===== src/rtl/bouncing_sprites.sv =====
// Multi-sprite animation engine: sprites step on an internal frame strobe, bounce off the
// screen edges, and are rendered as registered RGB565 for the current LCD scan position.

module bouncing_sprites #(
   parameter int CLK_MHZ   = 27,
   parameter int STROBE_HZ = 30,
   parameter int N_SPRITES = 4,
   parameter int SCREEN_W  = 480,
   parameter int SCREEN_H  = 272,
   parameter int SPRITE_W  = 16,
   parameter int SPRITE_H  = 16,
   parameter int XY_W      = 9
) (
   input  logic            clock,
   input  logic            reset_n,
   input  logic            pause,
   input  logic            speed_up,
   input  logic [XY_W-1:0] x,
   input  logic [XY_W-1:0] y,
   output logic [4:0]      red,
   output logic [5:0]      green,
   output logic [4:0]      blue,
   output logic            tick,
   output logic [7:0]      bounce_count
);

   localparam int PERIOD = CLK_MHZ * 1_000_000 / STROBE_HZ;
   localparam int CNT_W  = $clog2(PERIOD);

   localparam logic [XY_W:0]   LIM_X  = (XY_W+1)'(SCREEN_W - SPRITE_W);
   localparam logic [XY_W:0]   LIM_Y  = (XY_W+1)'(SCREEN_H - SPRITE_H);
   localparam logic [XY_W-1:0] EDGE_X = XY_W'(SCREEN_W - SPRITE_W);
   localparam logic [XY_W-1:0] EDGE_Y = XY_W'(SCREEN_H - SPRITE_H);
   localparam logic [XY_W:0]   SPR_W  = (XY_W+1)'(SPRITE_W);
   localparam logic [XY_W:0]   SPR_H  = (XY_W+1)'(SPRITE_H);
   localparam logic [XY_W:0]   SCR_W  = (XY_W+1)'(SCREEN_W);
   localparam logic [XY_W:0]   SCR_H  = (XY_W+1)'(SCREEN_H);

   logic [CNT_W-1:0]     strobeCnt;
   logic [XY_W-1:0]      posX [N_SPRITES];
   logic [XY_W-1:0]      posY [N_SPRITES];
   logic [XY_W-1:0]      nextX [N_SPRITES];
   logic [XY_W-1:0]      nextY [N_SPRITES];
   logic [N_SPRITES-1:0] dirRight;
   logic [N_SPRITES-1:0] dirDown;
   logic [N_SPRITES-1:0] nextRight;
   logic [N_SPRITES-1:0] nextDown;
   logic [N_SPRITES-1:0] hitWall;
   logic [XY_W:0]        step;
   logic                 moveNow;
   logic                 pixHit;
   logic [1:0]           pixIdx;

   assign step    = speed_up ? (XY_W+1)'(2) : (XY_W+1)'(1);
   assign moveNow = tick && !pause;

   // Free-running strobe; tick is registered one count early so it is high exactly while the counter sits at PERIOD-1
   always_ff @(posedge clock or negedge reset_n) begin
      if (!reset_n) begin
         strobeCnt <= '0;
         tick      <= 1'b0;
      end else begin
         if (strobeCnt == CNT_W'(PERIOD - 1))
            strobeCnt <= '0;
         else
            strobeCnt <= strobeCnt + 1'b1;
         tick <= (strobeCnt == CNT_W'(PERIOD - 2));
      end
   end

   // Candidate positions for the next tick; sums use one extra bit so they can never wrap
   always_comb begin
      hitWall = '0;
      for (int i = 0; i < N_SPRITES; i++) begin
         nextX[i]     = posX[i];
         nextY[i]     = posY[i];
         nextRight[i] = dirRight[i];
         nextDown[i]  = dirDown[i];
         if (dirRight[i]) begin
            if (({1'b0, posX[i]} + step) > LIM_X) begin
               nextX[i]     = EDGE_X;
               nextRight[i] = 1'b0;
               hitWall[i]   = 1'b1;
            end else begin
               nextX[i] = posX[i] + step[XY_W-1:0];
            end
         end else begin
            if ({1'b0, posX[i]} < step) begin
               nextX[i]     = '0;
               nextRight[i] = 1'b1;
               hitWall[i]   = 1'b1;
            end else begin
               nextX[i] = posX[i] - step[XY_W-1:0];
            end
         end
         if (dirDown[i]) begin
            if (({1'b0, posY[i]} + step) > LIM_Y) begin
               nextY[i]    = EDGE_Y;
               nextDown[i] = 1'b0;
               hitWall[i]  = 1'b1;
            end else begin
               nextY[i] = posY[i] + step[XY_W-1:0];
            end
         end else begin
            if ({1'b0, posY[i]} < step) begin
               nextY[i]    = '0;
               nextDown[i] = 1'b1;
               hitWall[i]  = 1'b1;
            end else begin
               nextY[i] = posY[i] - step[XY_W-1:0];
            end
         end
      end
   end

   // Sprite state and the bounce event counter advance together on an unpaused tick
   always_ff @(posedge clock or negedge reset_n) begin
      if (!reset_n) begin
         for (int i = 0; i < N_SPRITES; i++) begin
            posX[i]     <= XY_W'(20 + 40 * i);
            posY[i]     <= XY_W'(10 + 20 * i);
            dirRight[i] <= ((i % 2) == 0);
            dirDown[i]  <= ((i % 2) == 0);
         end
         bounce_count <= 8'd0;
      end else if (moveNow) begin
         for (int i = 0; i < N_SPRITES; i++) begin
            posX[i]     <= nextX[i];
            posY[i]     <= nextY[i];
            dirRight[i] <= nextRight[i];
            dirDown[i]  <= nextDown[i];
         end
         if (|hitWall)
            bounce_count <= bounce_count + 8'd1;
      end
   end

   // Hit test scans from the highest index down so the lowest overlapping sprite wins
   always_comb begin
      pixHit = 1'b0;
      pixIdx = 2'd0;
      for (int i = N_SPRITES - 1; i >= 0; i--) begin
         if (({1'b0, x} >= {1'b0, posX[i]}) && ({1'b0, x} < ({1'b0, posX[i]} + SPR_W)) &&
             ({1'b0, y} >= {1'b0, posY[i]}) && ({1'b0, y} < ({1'b0, posY[i]} + SPR_H))) begin
            pixHit = 1'b1;
            pixIdx = i[1:0];
         end
      end
      if (({1'b0, x} >= SCR_W) || ({1'b0, y} >= SCR_H))
         pixHit = 1'b0;
   end

   always_ff @(posedge clock or negedge reset_n) begin
      if (!reset_n) begin
         red   <= 5'd0;
         green <= 6'd0;
         blue  <= 5'd0;
      end else if (!pixHit) begin
         red   <= 5'd0;
         green <= 6'd0;
         blue  <= 5'd0;
      end else begin
         case (pixIdx)
            2'd0: begin red <= 5'd31; green <= 6'd0;  blue <= 5'd0;  end
            2'd1: begin red <= 5'd0;  green <= 6'd63; blue <= 5'd0;  end
            2'd2: begin red <= 5'd0;  green <= 6'd0;  blue <= 5'd31; end
            default: begin red <= 5'd31; green <= 6'd63; blue <= 5'd31; end
         endcase
      end
   end

endmodule


===== config.mk =====
export PLATFORM = sky130hd
export DESIGN_NAME = bouncing_sprites
export DESIGN_NICKNAME = d
export VERILOG_FILES = /design/src/rtl/bouncing_sprites.sv
export SDC_FILE = /design/constraint.sdc
export NUM_CORES = 1
export LEC_CHECK = 0
export CAP_MARGIN = 10
export CORE_UTILIZATION = 68
export CTS_CLUSTER_DIAMETER = 50
export DETAILED_ROUTE_END_ITERATION = 16
export PLACE_DENSITY = 0.94
export SLEW_MARGIN = 20
export SYNTH_ARGS = -nofsm -noshare
export SYNTH_HDL_FRONTEND = slang
export SYNTH_SLANG_ARGS = --single-unit

===== constraint.sdc =====
create_clock -name clock -period 6.1 [get_ports clock]
set_input_delay 0.61 -clock clock [delete_from_list [all_inputs] [get_ports clock]]
set_output_delay 0.61 -clock clock [all_outputs]
set_load 0.01 [all_outputs]

==> impl_metrics.env <==
export IMPL_cts_setup_buffers=0
export IMPL_dp_cells=1657
export IMPL_synth_most_common_cell="ha_1"
export IMPL_ant_nets=0
export IMPL_cts_buffers=9
export IMPL_rr_worst_depth=13
export IMPL_holdWs_ns=0.358
export IMPL_yosys_area_top_type="dfrtp_1"
export IMPL_synth_edf_count=0
export IMPL_finalPower_uw=1610
export IMPL_fin_cells=1674
export IMPL_relSlewSlack=0.419
export IMPL_syn_area_mm2=0.0120
export IMPL_num_rows=48
export IMPL_async_reset_ff_frac=1.00
export IMPL_cts_buffer_depth=2
export IMPL_die_x_um=135
export IMPL_clock_latency_ns=0.36
export IMPL_slew_viol_final=0
export IMPL_grt_max_degree=69
export IMPL_die_area_mm2=0.0182
export IMPL_clockRootBuffer="clkbuf_16"
export IMPL_timing_fmax_mhz=217
export IMPL_hpwl_mm=23.5
export IMPL_timing_rr_end="blue[3]"
export IMPL_antenna_found_initial=1
export IMPL_drc=0
export IMPL_viasPerCell=6.88
export IMPL_cp_data_required_time_ns=6.34
export IMPL_drt_pre_antenna_iters=5
export IMPL_tightestPinTransition_ns=0.871
export IMPL_clkTransAtPathRegs_ns=0.08
export IMPL_crit_type="in2reg"
export IMPL_ir_drop_mv=0.139
export IMPL_cts_max_level=3
export IMPL_n_fill_cell=1279
export IMPL_synthFlopType="dfrtp_1"
export IMPL_cts_tree="built"
export IMPL_track_usage=0.357
export IMPL_routed_wl_mm=31.6
export IMPL_start_kind="input port"
export IMPL_yosys_area_top_type_share=0.175
export IMPL_nets=1645
export IMPL_grt_pass1_wl_mm=52.8
export IMPL_rrSetupSlack_ns=2.41
export IMPL_ys_seq_elements=112
export IMPL_rsz0062_at_grt="false"
export IMPL_port_buffers=46
export IMPL_synth_cell_types=90
export IMPL_synth_common_cells="ha_1, o21ai_0, inv_1"
export IMPL_fin_crit_ns=4.60
export IMPL_cts_resized=0
export IMPL_wl_per_cell_um=18.9
export IMPL_dr_total_vias=11500
export IMPL_ys_seq_area_frac=0.236
export IMPL_skew_ns=0.00945
export IMPL_p_leak_uw=0.00515
export IMPL_core_area_mm2=0.0173
export IMPL_hold_path_class="in2async"
export IMPL_tns_ns=0
export IMPL_synth_warnings=0
export IMPL_first_iter_violations=1083
export IMPL_chipHeight_um=135
export IMPL_drive_gt1_frac=0.0532
export IMPL_setup_violations=0
export IMPL_grt_overflow=0
export IMPL_period_share=0.754
export IMPL_end_kind="flop"
export IMPL_utilization=0.738
export IMPL_powerDensity_mw_per_mm2=126
export IMPL_initial_core_util=0.695
export IMPL_clock_sinks=112
export IMPL_r2r_start="posY[10]"
export IMPL_ios=47
export IMPL_status="complete, no violations"
export IMPL_ctsHoldBuffers=0
export IMPL_maxCapViolations=0
export IMPL_synthCells=1458
export IMPL_synth_nets=1660
export IMPL_grt_pass1_vias=11400
export IMPL_syn2layout_area_growth_pct=6.19
export IMPL_avgSynthCellArea_um2=8.24
export IMPL_path_max_fanout=19
export IMPL_cp_arrival_ns=4.84
export IMPL_final_hold_violation_count=0
export IMPL_ys_top_cells_by_area="dfrtp_1, ha_1, dfstp_2"
export IMPL_place_congestion=0.971
[worst max-delay path by stage]
stage / startpoint / endpoint / depth (start not counted)
floorplan: speed_up / bounce_count[1] / 12
global placement: speed_up / bounce_count[1] / 14
detailed placement: speed_up / bounce_count[5] / 15
CTS: speed_up / bounce_count[5] / 15
global route: speed_up / bounce_count[5] / 15
finish: speed_up / bounce_count[5] / 15
[critical path, stage by stage]
cell and delay [ns]:
clkdlybuf4s50_1 0.43, inv_1 0.52, buf_12 0.26, ha_1 0.18
inv_1 0.05, fa_1 0.44, and3b_1 0.36, o31ai_1 0.11
a41oi_1 0.20, nand3_1 0.10, o21bai_1 0.67, a2111oi_4 0.19
a31oi_4 0.35, nand4_1 0.17, xnor2_1 0.16
[area by class of cell]
cell class	count	area [um^2]	share of cell area
diodes	1	2.50	0.000196
repair buffers	53	523	0.0410
inverters	116	435	0.0341
well taps	225	282	0.0221
multi-input cells	1151	8390	0.658
clock inverters	5	37.5	0.00294
flip-flops and latches	112	2840	0.222
clock buffers	11	253	0.0198
[routing by layer]
| metal | vias up | wire length (um) | GRT usage |
|---|---|---|---|
| met4 | 0 | 1210 | 0.164 |
| met1 | 5449 | 12400 | 0.419 |
| met5 | - | 0 | 0 |
| li1 | 5322 | - | - |
| met3 | 158 | 2470 | 0.0687 |
| met2 | 582 | 15500 | 0.628 |
[kinds of logic after synthesis]
group / share of synthesized area
AO/OA/AOI/OAI: 0.257
AND/OR/NAND/NOR: 0.183
buffers and inverters: 0.0664
adder cells (fa/ha/maj): 0.197
flip-flops: 0.236
XOR/XNOR: 0.0554
multiplexers: 0.00468
[stage by stage]
stage / instance area (um^2) / setup slack, ns
floorplan: 12000 / 1.92
global placement: 12500 / 1.35
detailed placement: 12500 / 1.18
CTS: 12800 / 1.58
global route: 12800 / 1.26
finish: 12800 / 1.50
[state kept, by name, summed over array words and instances, names as in the netlist]
name,cells
posX,36
posY,36
strobeCnt,20
bounce_count,8
dirDown,4
dirRight,4
blue,1
green,1
red,1
tick,1
[layout by cell type, fill, tap and decap left out, types with 15 or more instances in the layout]
master and n:
dfrtp_1 84, o221ai_1 15, inv_1 113, nand2b_1 17, xnor2_1 62, o22ai_1 15
o21ai_0 127, o2111ai_1 15, nand2_1 97, nor2b_1 19, a31oi_1 30, a21oi_1 94
fa_1 16, and3_1 31, dfstp_2 28, nor2_1 82, nor3_1 27, o31ai_1 26
clkdlybuf4s50_1 45, nand3_1 48, a21o_1 17, nand4_1 21, and2_1 17, o21a_1 19
ha_1 164
[power by group]
| part | total [uW] | switching (uW) | internal (uW) |
|---|---|---|---|
| combinational | 255 | 150 | 105 |
| sequential | 745 | 1.31 | 744 |
| clock | 612 | 308 | 304 |
| total | 1610 | 460 | 1150 |
(Power assumes the default switching activity.)
